--- config.mk ---
export PLATFORM = sky130hd
export DESIGN_NAME = clk_monitor
export DESIGN_NICKNAME = d
export VERILOG_FILES = /design/src/rtl/clk_monitor.sv
export SDC_FILE = /design/constraint.sdc
export NUM_CORES = 1
export LEC_CHECK = 0
export CAP_MARGIN = 20
export CORE_ASPECT_RATIO = 0.9
export CORE_UTILIZATION = 35
export CTS_BUF_LIST = sky130_fd_sc_hd__clkbuf_2
export CTS_CLUSTER_SIZE = 12
export DETAILED_ROUTE_END_ITERATION = 12
export SLEW_MARGIN = 10
export SYNTH_ARGS = -nofsm -noshare
export SYNTH_HDL_FRONTEND = slang
export SYNTH_SLANG_ARGS = --single-unit
export TNS_END_PERCENT = 10
--- constraint.sdc ---
create_clock -name clk -period 2.39 [get_ports clk]
set_input_delay 0.478 -clock clk [delete_from_list [all_inputs] [get_ports clk]]
set_output_delay 0.478 -clock clk [all_outputs]
set_load 0.005 [all_outputs]
--- src/rtl/clk_monitor.sv ---
// clk_monitor: measures the high/low phases of an asynchronous clock in clk
// cycles, declares lock after a run of in-tolerance phases, and reports
// short, long and stuck phases once locked.
module clk_monitor #(
    parameter int unsigned EXP_HALF = 8,
    parameter int unsigned TOL      = 1,
    parameter int unsigned LOCK_CNT = 4,
    parameter int unsigned TIMEOUT  = 64,
    parameter int unsigned CW       = 16
) (
    input  logic          clk,
    input  logic          rst_n,
    input  logic          mon_clk,
    input  logic          enable,
    input  logic          clear,
    output logic          locked,
    output logic          err_pulse,
    output logic [1:0]    err_code,
    output logic          err_sticky,
    output logic [CW-1:0] high_cnt,
    output logic [CW-1:0] low_cnt,
    output logic [15:0]   edge_cnt
);

    localparam int unsigned MW = CW + 1;
    localparam int unsigned GW = $clog2(LOCK_CNT + 1);

    localparam logic [MW-1:0] M_LO      = MW'(EXP_HALF - TOL);
    localparam logic [MW-1:0] M_HI      = MW'(EXP_HALF + TOL);
    localparam logic [CW-1:0] TO_LAST   = CW'(TIMEOUT - 1);
    localparam logic [GW-1:0] LOCK_LAST = GW'(LOCK_CNT);

    localparam logic [1:0] CODE_NONE  = 2'b00;
    localparam logic [1:0] CODE_SHORT = 2'b01;
    localparam logic [1:0] CODE_LONG  = 2'b10;
    localparam logic [1:0] CODE_STUCK = 2'b11;

    typedef enum logic [1:0] {
        IDLE    = 2'd0,
        ACQUIRE = 2'd1,
        TRACK   = 2'd2,
        LOCKED  = 2'd3
    } state_t;

    state_t          state_q;
    state_t          state_d;
    logic            s1;
    logic            s2;
    logic            s3;
    logic            mon_edge;
    logic            timeout;
    logic [CW-1:0]   run_cnt;
    logic [CW-1:0]   run_cnt_d;
    logic [GW-1:0]   good_cnt;
    logic [GW-1:0]   good_cnt_d;
    logic [MW-1:0]   m;
    logic            m_good;
    logic            m_short;
    logic            err_pulse_d;
    logic [1:0]      err_code_d;
    logic            err_sticky_d;
    logic [CW-1:0]   high_cnt_d;
    logic [CW-1:0]   low_cnt_d;
    logic [15:0]     edge_cnt_d;

    // Two-flop synchronizer plus one delay stage for edge detection
    always_ff @(posedge clk or negedge rst_n) begin
        if (!rst_n) begin
            s1 <= 1'b0;
            s2 <= 1'b0;
            s3 <= 1'b0;
        end else begin
            s1 <= mon_clk;
            s2 <= s1;
            s3 <= s2;
        end
    end

    // Edge, measurement and timeout decode
    always_comb begin
        mon_edge = s2 ^ s3;
        m        = MW'(run_cnt) + MW'(1);
        m_good   = (m >= M_LO) && (m <= M_HI);
        m_short  = (m < M_LO);
        timeout  = !mon_edge && (run_cnt == TO_LAST);
    end

    // Next-state, counter and output decode
    always_comb begin
        state_d      = state_q;
        run_cnt_d    = run_cnt;
        good_cnt_d   = good_cnt;
        err_pulse_d  = 1'b0;
        err_code_d   = err_code;
        high_cnt_d   = high_cnt;
        low_cnt_d    = low_cnt;
        edge_cnt_d   = edge_cnt;
        err_sticky_d = err_sticky;

        if (state_q != IDLE) begin
            if (mon_edge || timeout) begin
                run_cnt_d = '0;
            end else if (run_cnt != '1) begin
                run_cnt_d = run_cnt + CW'(1);
            end
            if (mon_edge && s2) begin
                edge_cnt_d = edge_cnt + 16'd1;
            end
            if (mon_edge && (state_q == TRACK || state_q == LOCKED)) begin
                if (s2) begin
                    low_cnt_d = m[CW-1:0];
                end else begin
                    high_cnt_d = m[CW-1:0];
                end
            end
        end

        case (state_q)
            IDLE: begin
                if (enable) begin
                    state_d = ACQUIRE;
                end
            end
            ACQUIRE: begin
                // First interval is partial: only start tracking on it
                if (mon_edge) begin
                    state_d    = TRACK;
                    good_cnt_d = '0;
                end else if (timeout) begin
                    err_pulse_d = 1'b1;
                    err_code_d  = CODE_STUCK;
                end
            end
            TRACK: begin
                if (mon_edge) begin
                    if (m_good) begin
                        good_cnt_d = good_cnt + GW'(1);
                        if (good_cnt + GW'(1) == LOCK_LAST) begin
                            state_d = LOCKED;
                        end
                    end else begin
                        good_cnt_d = '0;
                    end
                end else if (timeout) begin
                    err_pulse_d = 1'b1;
                    err_code_d  = CODE_STUCK;
                    state_d     = ACQUIRE;
                end
            end
            LOCKED: begin
                if (mon_edge) begin
                    if (!m_good) begin
                        err_pulse_d = 1'b1;
                        err_code_d  = m_short ? CODE_SHORT : CODE_LONG;
                        good_cnt_d  = '0;
                        state_d     = TRACK;
                    end
                end else if (timeout) begin
                    err_pulse_d = 1'b1;
                    err_code_d  = CODE_STUCK;
                    state_d     = ACQUIRE;
                end
            end
            default: begin
                state_d = IDLE;
            end
        endcase

        // Disable overrides everything; measurement history is kept
        if (!enable) begin
            state_d     = IDLE;
            run_cnt_d   = '0;
            good_cnt_d  = '0;
            err_pulse_d = 1'b0;
            err_code_d  = CODE_NONE;
        end

        // A pending or current error pulse wins over clear
        if (err_pulse_d || err_pulse) begin
            err_sticky_d = 1'b1;
        end else if (clear) begin
            err_sticky_d = 1'b0;
        end
    end

    // State, counters and registered outputs
    always_ff @(posedge clk or negedge rst_n) begin
        if (!rst_n) begin
            state_q    <= IDLE;
            run_cnt    <= '0;
            good_cnt   <= '0;
            locked     <= 1'b0;
            err_pulse  <= 1'b0;
            err_code   <= CODE_NONE;
            err_sticky <= 1'b0;
            high_cnt   <= '0;
            low_cnt    <= '0;
            edge_cnt   <= '0;
        end else begin
            state_q    <= state_d;
            run_cnt    <= run_cnt_d;
            good_cnt   <= good_cnt_d;
            locked     <= (state_d == LOCKED);
            err_pulse  <= err_pulse_d;
            err_code   <= err_code_d;
            err_sticky <= err_sticky_d;
            high_cnt   <= high_cnt_d;
            low_cnt    <= low_cnt_d;
            edge_cnt   <= edge_cnt_d;
        end
    end

endmodule

==> results of run 1 <==
placed cells by master, fill, tap and decap left out, drive strengths merged, types with 2 or more instances in the layout:
cell type | netlist | routed
xnor2 | 23 | 23
bufinv | 0 | 2
mux2 | 4 | 4
buf | 5 | 49
nand2 | 44 | 44
nor4 | 6 | 6
ha | 11 | 11
nand4 | 4 | 4
o41ai | 2 | 2
and3 | 11 | 11
o31ai | 10 | 10
clkdlybuf4s50 | 0 | 56
nand3 | 13 | 13
a21oi | 23 | 23
a22o | 2 | 2
and2 | 3 | 3
a31oi | 2 | 2
clkbuf | 19 | 10
o21ai | 35 | 35
o221a | 2 | 2
nor3 | 7 | 7
or2 | 3 | 3
inv | 10 | 12
o21bai | 2 | 2
nor2b | 7 | 7
dfrtp | 77 | 77
nor2 | 40 | 40
a31o | 2 | 2
o211ai | 4 | 4
xor2 | 9 | 9
where the power goes:
part	internal (mW)	switching (mW)
logic	0.290	0.216
clock network	0.360	0.501
registers	1.41	0.0793
worst paths after layout:
check	start	end	slack, ns	cells past startpoint
hold reg to reg	s1	s2	0.39	0
min in group asynchronous	rst_n	edge_cnt[11]	0.38	2
setup / recovery	run_cnt[0]	locked	0.08	10
max in group asynchronous	rst_n	high_cnt[7]	1.40	3
hold / removal	mon_clk	s1	0.37	1
setup reg to reg	run_cnt[0]	locked	0.08	10
worst max-delay path: stages, from the launching register on:
cell and delay, ns:
dfrtp_2 0.48, buf_4 0.14, buf_4 0.16, nand3_4 0.12, nor3_2 0.06, nor3_1 0.34, a31oi_4 0.09, buf_4 0.17
o41ai_4 0.36, a221oi_2 0.11, a311oi_2 0.20
cells by family after synthesis:
| kind of cell | count (synthesis) | synth area share |
|---|---|---|
| buf+inv | 35 | 0.0614 |
| xor+xnor | 32 | 0.0698 |
| compound gates | 96 | 0.157 |
| fa+ha+maj | 11 | 0.0343 |
| mux | 4 | 0.0112 |
| simple gates | 143 | 0.186 |
| flops | 77 | 0.480 |
what timing repair did:
item,in CTS,in global routing
setup buffers,4,9
endpoints found under the hold margin,29,0
hold buffers,1,0
pin swaps,8,10
endpoints found under the setup margin,10,11
gates resized for setup,18,24
state kept, by name, summed over array words and instances (netlist names), 2 cells and up:
name      cells
err_code      2
state_q       2
high_cnt     16
low_cnt      16
run_cnt      16
edge_cnt     16
good_cnt      3
stage by stage:
step                cells  area, um^2  worst slack (ns)  hold WS [ns]  TNS [ns]
global placement      619        4880           -0.0736         0.341   -0.0893
finish                647        5330            0.0799         0.366         0
detailed placement    619        4880            -0.157         0.337    -0.528
floorplan             398        4020           0.00392         0.182         0
CTS                   639        5150          -0.00795         0.352   -0.0133
global route          647        5330           -0.0226         0.326   -0.0910
per-layer routing:
layer  wire length [um]  share of wire  vias up  global-route usage
met5                  0              0        -                   0
met3                330          0.036       11              0.0263
met4                107          0.012        0              0.0473
li1                   -              -     1566                   -
met2               4310           0.46       64               0.247
met1               4540           0.49     1563               0.233
cell type report:
type,instances,area share
Multi-Input combinational cell,286,0.385
Sequential cell,77,0.364
Timing Repair Buffer,106,0.181
Tap cell,152,0.0357
Clock inverter,6,0.0176
Clock buffer,10,0.00939
Inverter,10,0.00704
==> impl_metrics.tcl, run 1 <==
set metrics [dict create \
    status "completed" \
    period_share 0.967 \
    cts_tree "built" \
    synthTopCellsByArea "dfrtp_1, xnor2_1, o21ai_0" \
    synth-edff-count 0 \
    yosysTopAreaCell "dfrtp_1" \
    syn_nets 414 \
    antenna_found_initial 0 \
    cts_max_path_buffers 2 \
    firstDrtPassIters 4 \
    numPortBuffers 57 \
    ir_worst_vdd_uv 197 \
    clk_pin_slew_worst_paths_ns 0.23 \
    wl_per_cell_um 14.3 \
    fp.dieW_um 115 \
    worstSetupPathType "reg2reg" \
    drc 0 \
    fp-row-count 36 \
    drt_first_iter_violations 162 \
    wirelength_um 9280 \
    critPathMaxFanout 7 \
    ys_warn_count 0 \
    synth_commonest_cells "dfrtp_1, nand2_1, nor2_1" \
    post-dp-hpwl_um 6620 \
    synth_top_area_share 0.480 \
    ioPinCount 58 \
    powerDensity_mw_per_mm2 535 \
    ys.flop_type "dfrtp_1" \
    fillCellCount 1077 \
    diodes 0 \
    core_mm2 0.0110 \
    hold_viol 0 \
    gr-total-overflow 0 \
    maxClockFrequency_ghz 0.433 \
    via_count 3204 \
    ys_types 59 \
    hold_class "in2reg" \
    drive_above_1_share 0.242 \
    finalSetupViolations 0 \
    h-tree-depth 3 \
    grt_max_degree 49 \
    power_mw 2.85 \
    syn-instance-count 398 \
    max_cap_viol_count 0 \
    period_minus_slack_ns 2.31 \
    grt_usage 0.161 \
    arrival_ns 2.75 \
    grt_pass1_vias 3034 \
    syn2layout_area_growth_pct 32.8 \
    gp_congestion 0.801 \
    dieArea_mm2 0.0119 \
    power_leakage_nw 2.29 \
    utilization 0.485 \
    detail_route.vias_per_cell 4.95 \
    seq_area_mm2 0.00194 \
    fin_skew_ns 0.0403 \
    cts_buffers 9 \
    grt_pass1_wl_um 15300 \
    async_flop_share 1.00 \
    num-nets-final 506 \
    initial_core_util 0.365 \
    ant_nets 0 \
    relSlewSlack 0.705 \
    syn-cell-area_mm2 0.00401 \
    tightestPinTransition_ns 0.439 \
    dieHeight_um 104 \
    cp-start-kind "flip-flop" \
    synth_seq_cells 77 \
    clk_latency_ns 0.53 \
    drv_slew 0 \
    multiInputGateArea_mm2 0.00205 \
    root_buffer "clkbuf_2" \
    synth.avg_cell_area_um2 10.1 \
    required_ns 2.83 \
    cp-end-kind "flip-flop" \
    synth.most_common_cell "dfrtp_1" \
    cts.sinks 77 \
    seq_area_frac_synth 0.480 \
]
No activity file was read; power rests on OpenSTA's default activity.
==> inputs of run 2 (changes only) <==
- CORE_UTILIZATION: 35 -> 40
- GPL_TIMING_DRIVEN: default -> 0
==> run 2 against run 1 <==
  * The run now ends with setup timing left
  * Die area decreased by 12%
  * Setup slack worse by 0.12 ns
  * Via count up 0.12%
  * Core utilization grew 6.1 points
  * Sequential share of layout area is 0.073 points higher
  * First-iteration DRC count decreased by 17%
  * Highest routed layer unchanged
==> impl_metrics.tcl, run 2 (synthesized netlist as in run 1, its figures left out) <==
set metrics [dict create \
    path_cells "buf_4 -> inv_4 -> ha_4 -> nor2b_1 -> o21ai_1 -> a21oi_1 -> a21oi_2 -> nor4_4 -> buf_4 -> or3_4 -> o221a_1" \
    met2_usage 0.303 \
    final_common_cell "dfrtp_1" \
    r2r-start "run_cnt[1]" \
    worstSetupPathType "reg2reg" \
    cts_tree "built" \
    via_count 3208 \
    gr-total-overflow 0 \
    drive_above_1_share 0.218 \
    required_ns 2.81 \
    grt_max_degree 44 \
    fin_skew_ns 0.0323 \
    clk_pin_slew_worst_paths_ns 0.24 \
    max_cap_viol_count 0 \
    cp-start-kind "flip-flop" \
    period_minus_slack_ns 2.43 \
    finalInstanceArea_mm2 0.00530 \
    met3_usage 0.0512 \
    clk_latency_ns 0.53 \
    numPortBuffers 57 \
    grt_pass1_wl_um 15700 \
    dpl_worst_slack_ns -0.484 \
    drv_slew 0 \
    seq_area_mm2 0.00193 \
    multiInputGateArea_mm2 0.00207 \
    cts.sinks 77 \
    critPathSlowestCell "dfrtp_2" \
    gr-max-usage-layer "met2" \
    cts_max_path_buffers 2 \
    wirelength_um 9430 \
    hold_viol 0 \
    grt_pass1_vias 3072 \
    crit_path_start "run_cnt[1]" \
    dieHeight_um 97.0 \
    setup_slack_ns -0.0438 \
    tightestPinTransition_ns 0.537 \
    dieArea_mm2 0.0104 \
    ant_nets 0 \
    crit_family "compound AO/OA/AOI/OAI gates" \
    powerDensity_mw_per_mm2 499 \
    antenna_found_initial 0 \
    relSlewSlack 0.642 \
    drt_first_iter_violations 135 \
    ir_worst_vdd_uv 223 \
    critPathMaxStageDelay_ns 0.48 \
    critPathMaxFanout 6 \
    ioPinCount 58 \
    h-tree-depth 3 \
    fp-row-count 34 \
    drc 0 \
    rsz0062_at_grt "true" \
    initial_core_util 0.414 \
    place_area_mm2 0.00477 \
    syn2layout_area_growth_pct 32.0 \
    gp_congestion 0.887 \
    fp.dieW_um 108 \
    grt_usage 0.195 \
    arrival_ns 2.86 \
    post-dp-hpwl_um 6570 \
    violations "setup timing" \
    power_leakage_nw 2.28 \
    fin_cells 621 \
    status "complete, but fails checks" \
    cpMostUsedCell "buf_4" \
    finalSetupViolations 3 \
    hold_class "in2reg" \
    diodes 0 \
    dpl.cell_count 582 \
    cp-end-kind "flip-flop" \
    firstDrtPassIters 4 \
    maxClockFrequency_ghz 0.411 \
    core_mm2 0.00970 \
    root_buffer "clkbuf_2" \
    detail_route.vias_per_cell 5.17 \
    mostFrequentLayoutCells "dfrtp_1, clkdlybuf4s50_1, nand2_1" \
    wl_per_cell_um 15.2 \
    num-nets-final 506 \
    grt_use_met1 0.275 \
    period_share 1.02 \
    cts_buffers 9 \
    worst-path-buf-inv 3 \
    hp-start "mon_clk" \
    fillCellCount 887 \
]
run 2: cell types whose count changed in the layout (fill, tap and decap cells not counted), sizes merged:
cell	before	now
bufinv	2	0
clkinv	1	4
bufbuf	0	1
clkbuf	10	27
buf	49	30
run 2: through the flow:
step | hold WS [ns] | TNS [ns] | total power [mW] | util
final | 0.375 | -0.111 | 2.64 | 0.546
after detailed placement | 0.369 | -10.50 | 1.98 | 0.491
after global routing | 0.284 | -1.74 | 2.81 | 0.546
after global placement | 0.346 | -158.13 | 1.96 | 0.490
after CTS | 0.326 | -0.202 | 2.67 | 0.541
after floorplan | 0.182 | 0 | 1.69 | -
run 2: metal layers:
| metal | share of wire | routed length, um | up-vias |
|---|---|---|---|
| met5 | 0 | 0 | - |
| met1 | 0.48 | 4490 | 1567 |
| met2 | 0.46 | 4380 | 67 |
| li1 | - | - | 1566 |
| met4 | 0.0087 | 82 | 0 |
| met3 | 0.051 | 484 | 8 |
run 2: worst paths after layout:
check | to | slack, ns | cells past startpoint
min in group asynchronous | s2 | 0.42 | 2
worst max-delay path | err_code[0] | -0.04 | 11
worst max register to register | err_code[0] | -0.04 | 11
worst min-delay path | s1 | 0.37 | 1
worst min register to register | s2 | 0.37 | 0
max in group asynchronous | run_cnt[13] | 1.39 | 3
run 2: area by class of cell:
| cell class | instances | area share |
|---|---|---|
| Buffer | 24 | 0.0397 |
| Clock buffer | 9 | 0.00850 |
| Clock inverter | 7 | 0.0111 |
| Inverter | 10 | 0.00897 |
| Multi-Input combinational cell | 286 | 0.391 |
| Sequential cell | 77 | 0.364 |
| Tap cell | 126 | 0.0298 |
| Timing Repair Buffer | 82 | 0.146 |
run 2: power by group:
part	total, mW	internal (mW)	switching, mW	leakage (nW)
clock	0.659	0.152	0.506	0.0644
sequential	1.49	1.41	0.0816	1.05
combinational	0.499	0.280	0.219	1.17
run 2: timing repair:
action                     4_1_cts  5_1_grt
gates cloned                     0        0
setup buffers                   19        4
pin swaps                       20        6
setup endpoints to repair       37       37
hold buffers                     1        0
hold endpoints to repair        34        0
resized for setup               46       15
==> inputs of run 3 (changes only) <==
- CTS_CLUSTER_SIZE: 12 -> 30
==> results of run 3 <==
Same layout as run 2: the final DEF is identical, and so are final timing and power.
